[src/rtl/pe_stream_dist.sv]
// pe_stream_dist: steers a 64-bit packetised word stream onto the two PE
// input ports (Q / Q2), or drops it, as selected by each packet's header word.
//
// Ports:
//   CLK, SYS_RST_N      clock (rising edge), asynchronous active-low reset
//   IN, IN_VALID        input word stream; the source has no ready signal
//   IN_BP               almost-full backpressure to the source
//   Q, Q_VALID, Q_BP    PE input 1 data, valid, and almost-full
//   Q2, Q2_VALID, Q2_BP PE input 2 data, valid, and almost-full
//   PKT_DONE            one-cycle pulse per completed packet
//   PKT_CNT             completed-packet counter (wraps)
//   OVF                 sticky flag: an input word was lost to a full buffer
//
// Header word: [63:62] mode (00 Q, 01 Q2, 10 interleave, 11 drop),
//              [31:0] payload word count N.
//
// state | meaning
// ------+-------------------------------------------------------------
// HDR   | waiting for a header word; pops it and loads mode / count
// PAY   | forwarding payload words to Q / Q2, honouring the port's BP
// DROP  | discarding payload words, one per cycle while data is buffered

module pe_stream_dist #(
   parameter int DEPTH     = 16,
   parameter int BP_MARGIN = 4
) (
   input  logic        CLK,
   input  logic        SYS_RST_N,
   input  logic [63:0] IN,
   input  logic        IN_VALID,
   output logic        IN_BP,
   output logic [63:0] Q,
   output logic        Q_VALID,
   input  logic        Q_BP,
   output logic [63:0] Q2,
   output logic        Q2_VALID,
   input  logic        Q2_BP,
   output logic        PKT_DONE,
   output logic [31:0] PKT_CNT,
   output logic        OVF
);

   localparam int AW = $clog2(DEPTH);
   localparam int CW = AW + 1;
   localparam logic [CW-1:0] C_DEPTH  = CW'(DEPTH);
   localparam logic [CW-1:0] C_BP_THR = CW'(DEPTH - BP_MARGIN);

   typedef enum logic [1:0] {
      S_HDR  = 2'd0,
      S_PAY  = 2'd1,
      S_DROP = 2'd2
   } state_t;

   state_t        r_state;
   state_t        w_state_nxt;

   logic [63:0]   r_mem [DEPTH];
   logic [AW-1:0] r_wr_ptr;
   logic [AW-1:0] r_rd_ptr;
   logic [CW-1:0] r_count;

   logic [1:0]    r_mode;
   logic [31:0]   r_rem;
   logic          r_idx;

   logic [63:0]   r_q;
   logic [63:0]   r_q2;
   logic          r_q_valid;
   logic          r_q2_valid;
   logic          r_pkt_done;
   logic [31:0]   r_pkt_cnt;
   logic          r_ovf;

   logic          w_empty;
   logic          w_wr;
   logic          w_pop;
   logic          w_hdr_load;
   logic          w_to_q;
   logic          w_to_q2;
   logic          w_done;
   logic          w_sel_q2;
   logic [63:0]   w_head;
   logic [1:0]    w_hdr_mode;
   logic [31:0]   w_hdr_n;

   assign w_empty    = (r_count == '0);
   assign w_head     = r_mem[r_rd_ptr];
   assign w_hdr_mode = w_head[63:62];
   assign w_hdr_n    = w_head[31:0];

   // Only the low index bit matters: it picks the interleave target.
   assign w_sel_q2 = (r_mode == 2'b01) || ((r_mode == 2'b10) && r_idx);

   // A full buffer still accepts a word when the head leaves on the same edge.
   assign w_wr = IN_VALID && ((r_count != C_DEPTH) || w_pop);

   always_ff @(posedge CLK or negedge SYS_RST_N) begin
      if (!SYS_RST_N) r_state <= S_HDR;
      else            r_state <= w_state_nxt;
   end

   always_comb begin
      w_state_nxt = r_state;
      w_pop       = 1'b0;
      w_hdr_load  = 1'b0;
      w_to_q      = 1'b0;
      w_to_q2     = 1'b0;
      w_done      = 1'b0;
      case (r_state)
         S_HDR: begin
            if (!w_empty) begin
               w_pop      = 1'b1;
               w_hdr_load = 1'b1;
               if (w_hdr_n == 32'd0)          w_done      = 1'b1;
               else if (w_hdr_mode == 2'b11) w_state_nxt = S_DROP;
               else                          w_state_nxt = S_PAY;
            end
         end
         S_PAY: begin
            if (!w_empty && !(w_sel_q2 ? Q2_BP : Q_BP)) begin
               w_pop   = 1'b1;
               w_to_q  = !w_sel_q2;
               w_to_q2 = w_sel_q2;
               if (r_rem == 32'd1) begin
                  w_done      = 1'b1;
                  w_state_nxt = S_HDR;
               end
            end
         end
         S_DROP: begin
            if (!w_empty) begin
               w_pop = 1'b1;
               if (r_rem == 32'd1) begin
                  w_done      = 1'b1;
                  w_state_nxt = S_HDR;
               end
            end
         end
         default: w_state_nxt = S_HDR;
      endcase
   end

   // Storage array carries no reset; the count and pointers define its contents.
   always_ff @(posedge CLK) begin
      if (w_wr) r_mem[r_wr_ptr] <= IN;
   end

   always_ff @(posedge CLK or negedge SYS_RST_N) begin
      if (!SYS_RST_N) begin
         r_wr_ptr <= '0;
         r_rd_ptr <= '0;
         r_count  <= '0;
         r_ovf    <= 1'b0;
      end else begin
         if (w_wr)  r_wr_ptr <= r_wr_ptr + 1'b1;
         if (w_pop) r_rd_ptr <= r_rd_ptr + 1'b1;
         case ({w_wr, w_pop})
            2'b10:   r_count <= r_count + 1'b1;
            2'b01:   r_count <= r_count - 1'b1;
            default: r_count <= r_count;
         endcase
         if (IN_VALID && !w_wr) r_ovf <= 1'b1;
      end
   end

   always_ff @(posedge CLK or negedge SYS_RST_N) begin
      if (!SYS_RST_N) begin
         r_mode <= 2'b00;
         r_rem  <= '0;
         r_idx  <= 1'b0;
      end else if (w_hdr_load) begin
         r_mode <= w_hdr_mode;
         r_rem  <= w_hdr_n;
         r_idx  <= 1'b0;
      end else if (w_pop) begin
         r_rem  <= r_rem - 32'd1;
         r_idx  <= ~r_idx;
      end
   end

   always_ff @(posedge CLK or negedge SYS_RST_N) begin
      if (!SYS_RST_N) begin
         r_q        <= '0;
         r_q2       <= '0;
         r_q_valid  <= 1'b0;
         r_q2_valid <= 1'b0;
         r_pkt_done <= 1'b0;
         r_pkt_cnt  <= '0;
      end else begin
         r_q_valid  <= w_to_q;
         r_q2_valid <= w_to_q2;
         r_pkt_done <= w_done;
         if (w_to_q)  r_q  <= w_head;
         if (w_to_q2) r_q2 <= w_head;
         if (w_done)  r_pkt_cnt <= r_pkt_cnt + 32'd1;
      end
   end

   assign IN_BP    = (r_count >= C_BP_THR);
   assign Q        = r_q;
   assign Q_VALID  = r_q_valid;
   assign Q2       = r_q2;
   assign Q2_VALID = r_q2_valid;
   assign PKT_DONE = r_pkt_done;
   assign PKT_CNT  = r_pkt_cnt;
   assign OVF      = r_ovf;

endmodule

[config.mk]
export PLATFORM = sky130hd
export DESIGN_NAME = pe_stream_dist
export DESIGN_NICKNAME = d
export VERILOG_FILES = /design/src/rtl/pe_stream_dist.sv
export SDC_FILE = /design/constraint.sdc
export NUM_CORES = 1
export LEC_CHECK = 0
export BUFFER_PORTS_ARGS = -buffer_cell sky130_fd_sc_hd__buf_2
export CORE_MARGIN = 1
export CORE_UTILIZATION = 55
export DETAILED_ROUTE_END_ITERATION = 8
export HOLD_SLACK_MARGIN = 0.1
export PLACE_DENSITY_LB_ADDON = 0.05
export SKIP_CTS_REPAIR_TIMING = 1
export SLEW_MARGIN = 20
export SYNTH_ARGS = -nofsm -noshare
export SYNTH_HDL_FRONTEND = slang
export SYNTH_SLANG_ARGS = --single-unit
[constraint.sdc]
create_clock -name CLK -period 9.3 [get_ports CLK]
set_input_delay 1.86 -clock CLK [delete_from_list [all_inputs] [get_ports CLK]]
set_output_delay 1.86 -clock CLK [all_outputs]
set_load 0.02 [all_outputs]
; ---- Word level (Yosys, flattened, before mapping)
; Memories as Yosys holds them, arrays and structs flattened.
; Index checks and enable logic that the tools add are counted.
; Widths: inputs -> output; s select.
[op_classes]
add_sub_neg = 6
multipliers = 0
n_div = 0
n_lt_le_gt_ge = 1
n_eq_ne = 13
n_shift = 0
n_mux = 29
n_bitwise = 1
n_reduce_logical = 17
[op_table]
columns = cell, count
row1 = $mux 32, 2
row2 = $add 32x1->32 const B, 1
row3 = $eq 32x1->1 const B, 1
row4 = $logic_not 32->1, 1
row5 = $sub 32x1->32 const B, 1
row6 = $mux 1, 17
row7 = $mux 2, 6
row8 = $pmux 5 s2, 1
row9 = $add 4x1->4 const B, 2
row10 = $eq 2x2->1 const B, 4
row11 = $ne 2x2->1 const B, 4
row12 = $eq 2x1->1 const B, 3
row13 = $pmux 2 s3, 1
row14 = $add 5x1->5 const B, 1
row15 = $ge 5x4->1 const B, 1
row16 = $logic_not 5->1, 1
row17 = $ne 5x5->1 const B, 1
row18 = $sub 5x1->5 const B, 1
row19 = $logic_and 1x1->1, 4
row20 = $logic_not 1->1, 4
row21 = $reduce_and 4->1, 1
row22 = $reduce_bool 2->1, 2
row23 = $pmux 1 s3, 1
row24 = $logic_not 2->1, 1
row25 = other kinds (4), 5
[word_totals]
regBits = 214
latch_bits = 0
ram_bits = 1024
rom_bits = 0
inputBits = 69
output_inout_bits = 165
wordCells = 82
memories = 1
[mem_list]
columns = name, words, word_bits, rd, rd_clocked_by_memory_dff, write_ports, line
row1 = r_mem, 16, 64, 1, 0, 1, 57  ; logic [63:0] r_mem [DEPTH];

; ---- Depth between registers and ports, before layout
; Gate-level depths: netlist (run 1).
[depth]
depth_word = 12
depth_mapped = 14
ltp_nobuf = 13

; ---- Least setup slack after synthesis (run 1)
; No wires, ideal clock.
[synth_path]
kind = input port to flip-flop
start = input port Q2_BP
end = memory r_mem[3][0] (enable)
arrival_time_ns = 7.641
required_ns = 8.735
setup_slack_ns = 1.094
stages = 7
path_cell_list = a21bo_2 > a31oi_1 > a21oi_1 > o21a_1 > clkbuf_1 > nand2_1 > nor3_1
[synth_between]
elab_chain_cells = 9
[synth_rtl]
columns = item, line
row1 = start: declaration, 37  ; input logic Q2_BP,
row2 = $mux 1, 120  ; if (!w_empty && !(w_sel_q2 ? Q2_BP : Q_BP)) begin
row3 = $logic_not 1->1, 120
row4 = $logic_and 1x1->1, 120
row5 = $mux 1, 120
row6 = $pmux 1 s2, 109  ; case (r_state)
row7 = $logic_or 1x1->1, 95  ; assign w_wr = IN_VALID && ((r_count != C_DEPTH) || w_pop);
row8 = $logic_and 1x1->1, 95
row9 = $mux 1, 145  ; if (w_wr) r_mem[r_wr_ptr] <= IN;
row10 = $mux 1 (not written as such), 145
row11 = end: declaration, 57
; No other way between the ends.

; ---- Worst setup path in the final report (run 1)
[layout_path]
start = register r_rd_ptr[0]
end = register r_pkt_cnt[30] (netlist: PKT_CNT[30])
[layout_between]
elab_chain_cells = 5
[layout_rtl]
columns = item, line
row1 = start: declaration, 59  ; logic [AW-1:0] r_rd_ptr;
row2 = start signal: assignment, 156  ; if (w_pop) r_rd_ptr <= r_rd_ptr + 1'b1;
row3 = $mem_v2 16x64, -
row4 = $logic_not 32->1, 114  ; if (w_hdr_n == 32'd0) w_done = 1'b1;
row5 = $mux 1, 114
row6 = $mux 1, 111  ; if (!w_empty) begin
row7 = $pmux 1 s3, 109
row8 = end signal: assignment, 195  ; if (w_done) r_pkt_cnt <= r_pkt_cnt + 32'd1;
row9 = end: declaration, 71  ; logic [31:0] r_pkt_cnt;
; No other way between the ends.
; A chain may end at the register's enable or synchronous reset.

==> impl_metrics.py, run 1 <==
metrics = {
    "cells_and_area": {
        "nets": 2977,
        "syn2layout_area_growth_pct": 14.0,
        "stdcell_count": 4151,
        "multi_input_area_sq_mm": 0.0116,
        "drive_gt1_share_pct": 25.3,
        "fill_cells": 6136,
        "seq_area_sq_mm": 0.0361,
        "final_area_sq_mm": 0.0550,
    },
    "critical_path": {
        "worst_setup_path_start_kind": "flip-flop",
        "end_kind": "flip-flop",
        "crit_type": "reg -> reg",
        "worstPathRequired_ns": 9.94,
        "reg2reg_depth": 10,
        "worstPathMaxFanout": 119,
        "cp.arrival_ns": 5.90,
    },
    "sta": {
        "tightest_slew_ns": 1.09,
        "min_period_ns": 5.26,
        "holdWs_ns": 0.472,
        "fin_skew_ns": 0.0233,
        "fin_crit_sh_pct": 56.6,
        "finalMaxSlewViolations": 0,
        "clock.fmax_mhz": 190,
        "rsz0062_at_grt": "false",
        "setup_tns_ns": 0,
        "slew-limit-headroom_pct": 27.6,
        "hold_viol": 0,
        "finalSetupViolCount": 0,
    },
    "clock_tree": {
        "clock-sinks": 1238,
        "clockBufferDepth": 3,
        "clockRootBuffer": "clkbuf_16",
        "cts_tree": "built",
        "clkLatencyLatePin_ns": 0.72,
        "cts-htree-levels": 4,
        "cts_inserted_buffers": 130,
        "clkTransAtPathRegs_ns": 0.06,
    },
    "routing": {
        "drc": 0,
        "dr.pass1.iters": 5,
        "viasPerCell": 6.05,
        "via_count": 25106,
        "drt_iter0_drc": 1978,
        "ant_nets": 0,
        "wirelength_um": 108000,
        "routedWlPerCell_um": 26.0,
    },
    "logic_synthesis": {
        "syn_area_per_cell_sq_um": 18.4,
        "synth_fa_ha_area_share_pct": 0.431,
        "synth-edff-count": 1024,
        "syn_nets": 2702,
        "synth_simple_gate_area_share_pct": 3.53,
        "ys_seq_area_share_pct": 74.9,
        "ys_ff_latch": 1238,
        "ys.flop_type": "edfxtp_1",
        "yosys_warnings": 0,
        "synthMuxAreaShare_pct": 14.0,
        "synth-xor-area-share_pct": 1.25,
        "synth_cell_type_count": 56,
        "ys_async_sr_fraction_pct": 17.3,
        "synth-compound-area-share_pct": 4.56,
        "netlist_area_sq_mm": 0.0482,
        "synth_top_family_by_area": "multiplexers",
        "syn_inst": 2617,
    },
    "flow_run": {
        "maxCapViolations": 0,
    },
    "power_and_ir_drop": {
        "cellLeakagePower_nw": 19.1,
        "power.total_mw": 18.0,
        "power_density_mw_per_mm2": 328,
        "max-vdd-ir-drop_uv": 245,
    },
    "grt": {
        "grt_use_met1_pct": 34.7,
        "gr-total-overflow": 0,
        "antenna_found_initial": 5,
        "grt_use_met3_pct": 3.40,
        "grtUsageMet2_pct": 40.9,
        "top_usage_layer": "met2",
        "grt_pass1_vias": 26223,
        "track_usage_pct": 24.8,
        "grt_max_degree": 120,
        "grt_pass1_wl_um": 164000,
    },
    "placed_design": {
        "dp_cells": 3914,
        "gp_congestion": 0.795,
        "port_buffers": 233,
        "placed_area_sq_mm": 0.0508,
        "hpwl_um": 63700,
    },
    "floorplan": {
        "die_h_um": 298,
        "core.rowCount": 108,
        "die_w_um": 298,
        "start_util_pct": 55.6,
        "core-area_sq_mm": 0.0868,
        "design.die.area_sq_mm": 0.0889,
        "io_pins": 234,
    },
    "run_status": {
        "status": "finished, final reports clean",
    },
    "worst_hold_path": {
        "hold_class": "reg -> reg",
        "min_path_cells": 2,
    },
}
-- power breakdown --
| part | leakage [nW] | switching, mW | total, mW | internal (mW) |
|---|---|---|---|---|
| Sequential | 11.7 | 0.464 | 7.36 | 6.89 |
| Clock | 2.04 | 2.05 | 5.03 | 2.98 |
| Combinational | 5.39 | 3.51 | 5.66 | 2.15 |
| Total | 19.1 | 6.02 | 18.0 | 12.0 |
-- worst max-delay path, cell delays in order (launching register included) --
cell,delay (ns)
dfrtp_4,0.80
buf_4,0.78
buf_12,0.61
mux4_2,0.61
a22oi_1,0.27
nand4_1,0.26
nor4_1,0.40
nand4_1,0.15
buf_4,0.28
a2111oi_0,0.46
a211o_1,0.16
-- cells by family (layout without fill, tap and decap cells) --
| logic type | Yosys count | after routing |
|---|---|---|
| mux | 456 | 456 |
| fa+ha+maj | 16 | 16 |
| buf+inv | 154 | 531 |
| simple gates | 373 | 373 |
| other cells | 0 | 2 |
| xor+xnor | 69 | 69 |
| compound gates | 311 | 311 |
| flops | 1238 | 1238 |
-- cells in the final DEF (no fill, tap or decap), drive strengths merged, types with 8 or more instances in the layout --
cell type  netlist  layout
edfxtp        1024    1024
and2            10      10
a21oi           60      60
mux2i          198     198
a22oi           62      62
nand2          195     195
clkinv           1      38
dfrtp          214     214
mux4           164     164
ha              15      15
nor4             8       8
xor2            37      37
xnor2           32      32
clkbuf          81     183
inv             15      20
nor2            54      54
nand3           17      17
nor3            20      20
a221oi         100     100
or3             10      10
o21ai           62      62
mux2            94      94
buf             57     281
nand4           20      20
-- flip-flops by register name, indices dropped and copies added, names as in the netlist --
signal    count
PKT_CNT      32
Q2           64
Q            64
r_rem        32
r_mode        2
r_state       2
Q2_VALID      1
r_idx         1
r_mem      1024
r_rd_ptr      4
OVF           1
Q_VALID       1
PKT_DONE      1
r_count       5
r_wr_ptr      4
-- routing by layer --
metal / wire length, um / part of all wire [%]
met3: 4980 / 4.6
met2: 53900 / 50
met5: 45 / 0.042
met1: 46700 / 43
met4: 2460 / 2.3
-- cell type report --
| cell class | count | area share (%) |
|---|---|---|
| sequential | 1238 | 65.7 |
| multi-input combinational | 1225 | 21.1 |
| clock buffer | 183 | 6.77 |
| timing repair buffer | 281 | 2.94 |
| tap | 1155 | 2.63 |
| clock inverter | 51 | 0.792 |
| inverter | 16 | 0.109 |
| antenna | 2 | 0.00910 |
-- final timing paths --
check	startpoint	endpoint	slack, ns
setup / recovery	r_rd_ptr[0]	PKT_CNT[30]	4.04
hold / removal	Q2[19]	Q2[19]	0.47
setup reg to reg	r_rd_ptr[0]	PKT_CNT[30]	4.04
hold reg to reg	Q2[19]	Q2[19]	0.47
max in group asynchronous	SYS_RST_N	Q[48]	6.68
min in group asynchronous	SYS_RST_N	Q[27]	1.17
-- through the flow --
step           util [%]  setup WS (ns)
2_1_floorplan         -           1.09
3_3_place_gp       58.5           3.41
3_5_place_dp       58.5           3.40
4_1_cts            63.3           4.07
5_1_grt            63.4           3.66
6_report           63.4           4.04
-- Yosys cell counts, types with 2 or more instances --
cell | number | area share [%]
nand2_1 | 195 | 1.5
inv_2 | 2 | 0.016
buf_4 | 2 | 0.031
buf_1 | 16 | 0.12
mux2_2 | 93 | 2.2
clkbuf_1 | 81 | 0.63
xor2_1 | 37 | 0.67
nand2b_1 | 7 | 0.091
buf_6 | 5 | 0.12
a2111oi_0 | 2 | 0.036
or4_1 | 6 | 0.093
and2_1 | 10 | 0.13
and3_1 | 6 | 0.078
dfrtp_1 | 214 | 11
nor4_1 | 7 | 0.091
o21a_1 | 2 | 0.031
inv_1 | 13 | 0.10
xnor2_1 | 32 | 0.58
nand4_1 | 20 | 0.26
mux2i_1 | 198 | 4.1
o21ai_0 | 62 | 0.64
a22oi_1 | 62 | 0.97
nor2b_1 | 6 | 0.078
nor3_1 | 20 | 0.21
nand3_1 | 17 | 0.18
or3_1 | 10 | 0.13
edfxtp_1 | 1024 | 64
o211ai_1 | 2 | 0.031
nand3b_1 | 6 | 0.093
a21oi_1 | 60 | 0.62
a21o_1 | 4 | 0.062
a221oi_1 | 100 | 1.8
and4_1 | 4 | 0.073
a22o_1 | 5 | 0.091
a41o_1 | 2 | 0.042
nand4b_1 | 2 | 0.036
buf_2 | 34 | 0.35
mux4_2 | 164 | 7.7
nor2_1 | 54 | 0.42
ha_1 | 15 | 0.39
Power figures use the tool's default switching activity.
==> run 2: changes to the inputs <==
- clock period: 9.3 -> 5.1 ns (I/O delays scaled with it)
==> impl_metrics.py, run 2 (synthesized netlist as in run 1, its figures left out) <==
metrics = {
    "critical_path": {
        "worstPathCellList": "buf_12, buf_4, mux2i_1, a221oi_1, o21ai_0, nand4_1, nor4_1, nand4_1, buf_4, a21oi_1, xor2_1",
        "worst_setup_path_start_kind": "flip-flop",
        "cp.arrival_ns": 5.30,
        "critPathMaxStageDelay_ns": 0.81,
        "worstPathMaxFanout": 63,
        "crit_slowest_cell": "dfrtp_4",
        "reg2reg_depth": 11,
        "r2r_slack_ns": 0.43,
        "cp_top_family": "simple AND/OR/NAND/NOR gates",
        "rr_startpoint": "r_rd_ptr[0]",
        "crit_type": "reg -> reg",
        "end_kind": "flip-flop",
        "r2r-end": "PKT_CNT[29]",
        "worstPathRequired_ns": 5.73,
        "crit_buf_inv": 3,
    },
    "routing": {
        "routedWlPerCell_um": 27.2,
        "drt_iter0_drc": 2251,
        "via_count": 25614,
        "wirelength_um": 114000,
        "viasPerCell": 6.11,
        "drc": 0,
        "dr.pass1.iters": 5,
        "ant_nets": 0,
    },
    "placed_design": {
        "placed_area_sq_mm": 0.0512,
        "dp_slack_ns": 0.423,
        "gp_congestion": 0.817,
        "hpwl_um": 63200,
        "port_buffers": 233,
    },
    "grt": {
        "track_usage_pct": 25.9,
        "antenna_found_initial": 14,
        "grt_pass1_vias": 25949,
        "grt_max_degree": 132,
        "gr-total-overflow": 0,
        "grt_pass1_wl_um": 169000,
    },
    "floorplan": {
        "core.rowCount": 108,
        "core-area_sq_mm": 0.0868,
        "io_pins": 234,
        "die_w_um": 298,
        "die_h_um": 298,
        "design.die.area_sq_mm": 0.0889,
        "start_util_pct": 55.6,
    },
    "clock_tree": {
        "cts_tree": "built",
        "clkTransAtPathRegs_ns": 0.06,
        "clock-sinks": 1238,
        "clockBufferDepth": 3,
        "cts-htree-levels": 4,
        "cts_inserted_buffers": 132,
        "clockRootBuffer": "clkbuf_16",
        "clkLatencyLatePin_ns": 0.72,
    },
    "power_and_ir_drop": {
        "cellLeakagePower_nw": 19.3,
        "power_density_mw_per_mm2": 598,
        "max-vdd-ir-drop_uv": 459,
    },
    "cells_and_area": {
        "syn2layout_area_growth_pct": 14.9,
        "largest_reg_flops": 1024,
        "final_common_cell": "edfxtp_1",
        "drive_gt1_share_pct": 26.1,
        "nets": 3012,
        "final_area_sq_mm": 0.0554,
        "regMostFlops": "r_mem",
        "final_cell_mix": "edfxtp_1, buf_2, dfrtp_1",
    },
    "sta": {
        "fin_skew_ns": 0.0269,
        "setup_ws_ns": 0.431,
        "slew-limit-headroom_pct": 33.8,
        "clock.fmax_mhz": 214,
        "rsz0062_at_grt": "false",
        "tightest_slew_ns": 0.993,
        "holdWs_ns": 0.235,
        "finalSetupViolCount": 0,
        "finalMaxSlewViolations": 0,
        "min_period_ns": 4.67,
        "fin_crit_sh_pct": 91.6,
        "hold_viol": 0,
    },
    "worst_hold_path": {
        "hold_class": "in -> async",
    },
    "flow_run": {
        "maxCapViolations": 0,
    },
    "run_status": {
        "status": "finished, final reports clean",
    },
}
==> run 2: cell count changes in the layout (fill, tap and decap cells not counted), moves of 3 or more <==
cell       delta
clkbuf_1      +5
clkbuf_8      +4
buf_12       +13
clkbuf_16     -3
nor3_2        -4
inv_6         +6
buf_4        +21
nor3_4        +4
==> run 2: worst max path at each step <==
stage	from	endpoint	slack (ns)	depth (start not counted)
after floorplan	Q2_BP	r_mem[15][0]	-0.55	7
after global placement	r_rd_ptr[0]	PKT_CNT[31]	0.57	11
after detailed placement	r_rd_ptr[0]	PKT_CNT[29]	0.42	11
after CTS	r_rd_ptr[0]	PKT_CNT[29]	0.39	11
after global routing	r_rd_ptr[0]	PKT_CNT[29]	0.002	11
final	r_rd_ptr[0]	PKT_CNT[29]	0.43	11
==> run 2: cell type report <==
cell class / count / area [sq um]
Fill cell: 6107 / 31300
Antenna cell: 3 / 7.51
Inverter: 16 / 61.3
Clock inverter: 53 / 457
Sequential cell: 1238 / 36100
Tap cell: 1155 / 1450
Clock buffer: 189 / 3720
Timing Repair Buffer: 314 / 2000
Multi-Input combinational cell: 1225 / 11600
==> run 2: power by group <==
part	switching, mW	total [mW]	leakage, nW	internal (mW)
Combinational	6.44	10.5	5.60	4.08
Sequential	0.860	13.4	11.7	12.6
Clock	3.78	9.18	2.06	5.40
Total	11.1	33.1	19.3	22.0
==> run 2: layer usage <==
layer / vias up / wire length, um / track usage [%]
li1: 11107 / - / -
met1: 13400 / 47900 / 36.4
met2: 927 / 55500 / 41.8
met3: 166 / 7780 / 4.73
met4: 14 / 2530 / 7.90
met5: - / 88 / 0
==> run 2: per-stage QoR <==
step	TNS, ns	power [mW]	util, %	instances
floorplan	-375.68	20.5	-	2617
global placement	0	24.0	59.0	3947
detailed placement	0	24.2	59.0	3947
CTS	0	33.4	63.8	4189
global route	0	34.6	63.9	4191
finish	0	33.1	63.9	4193
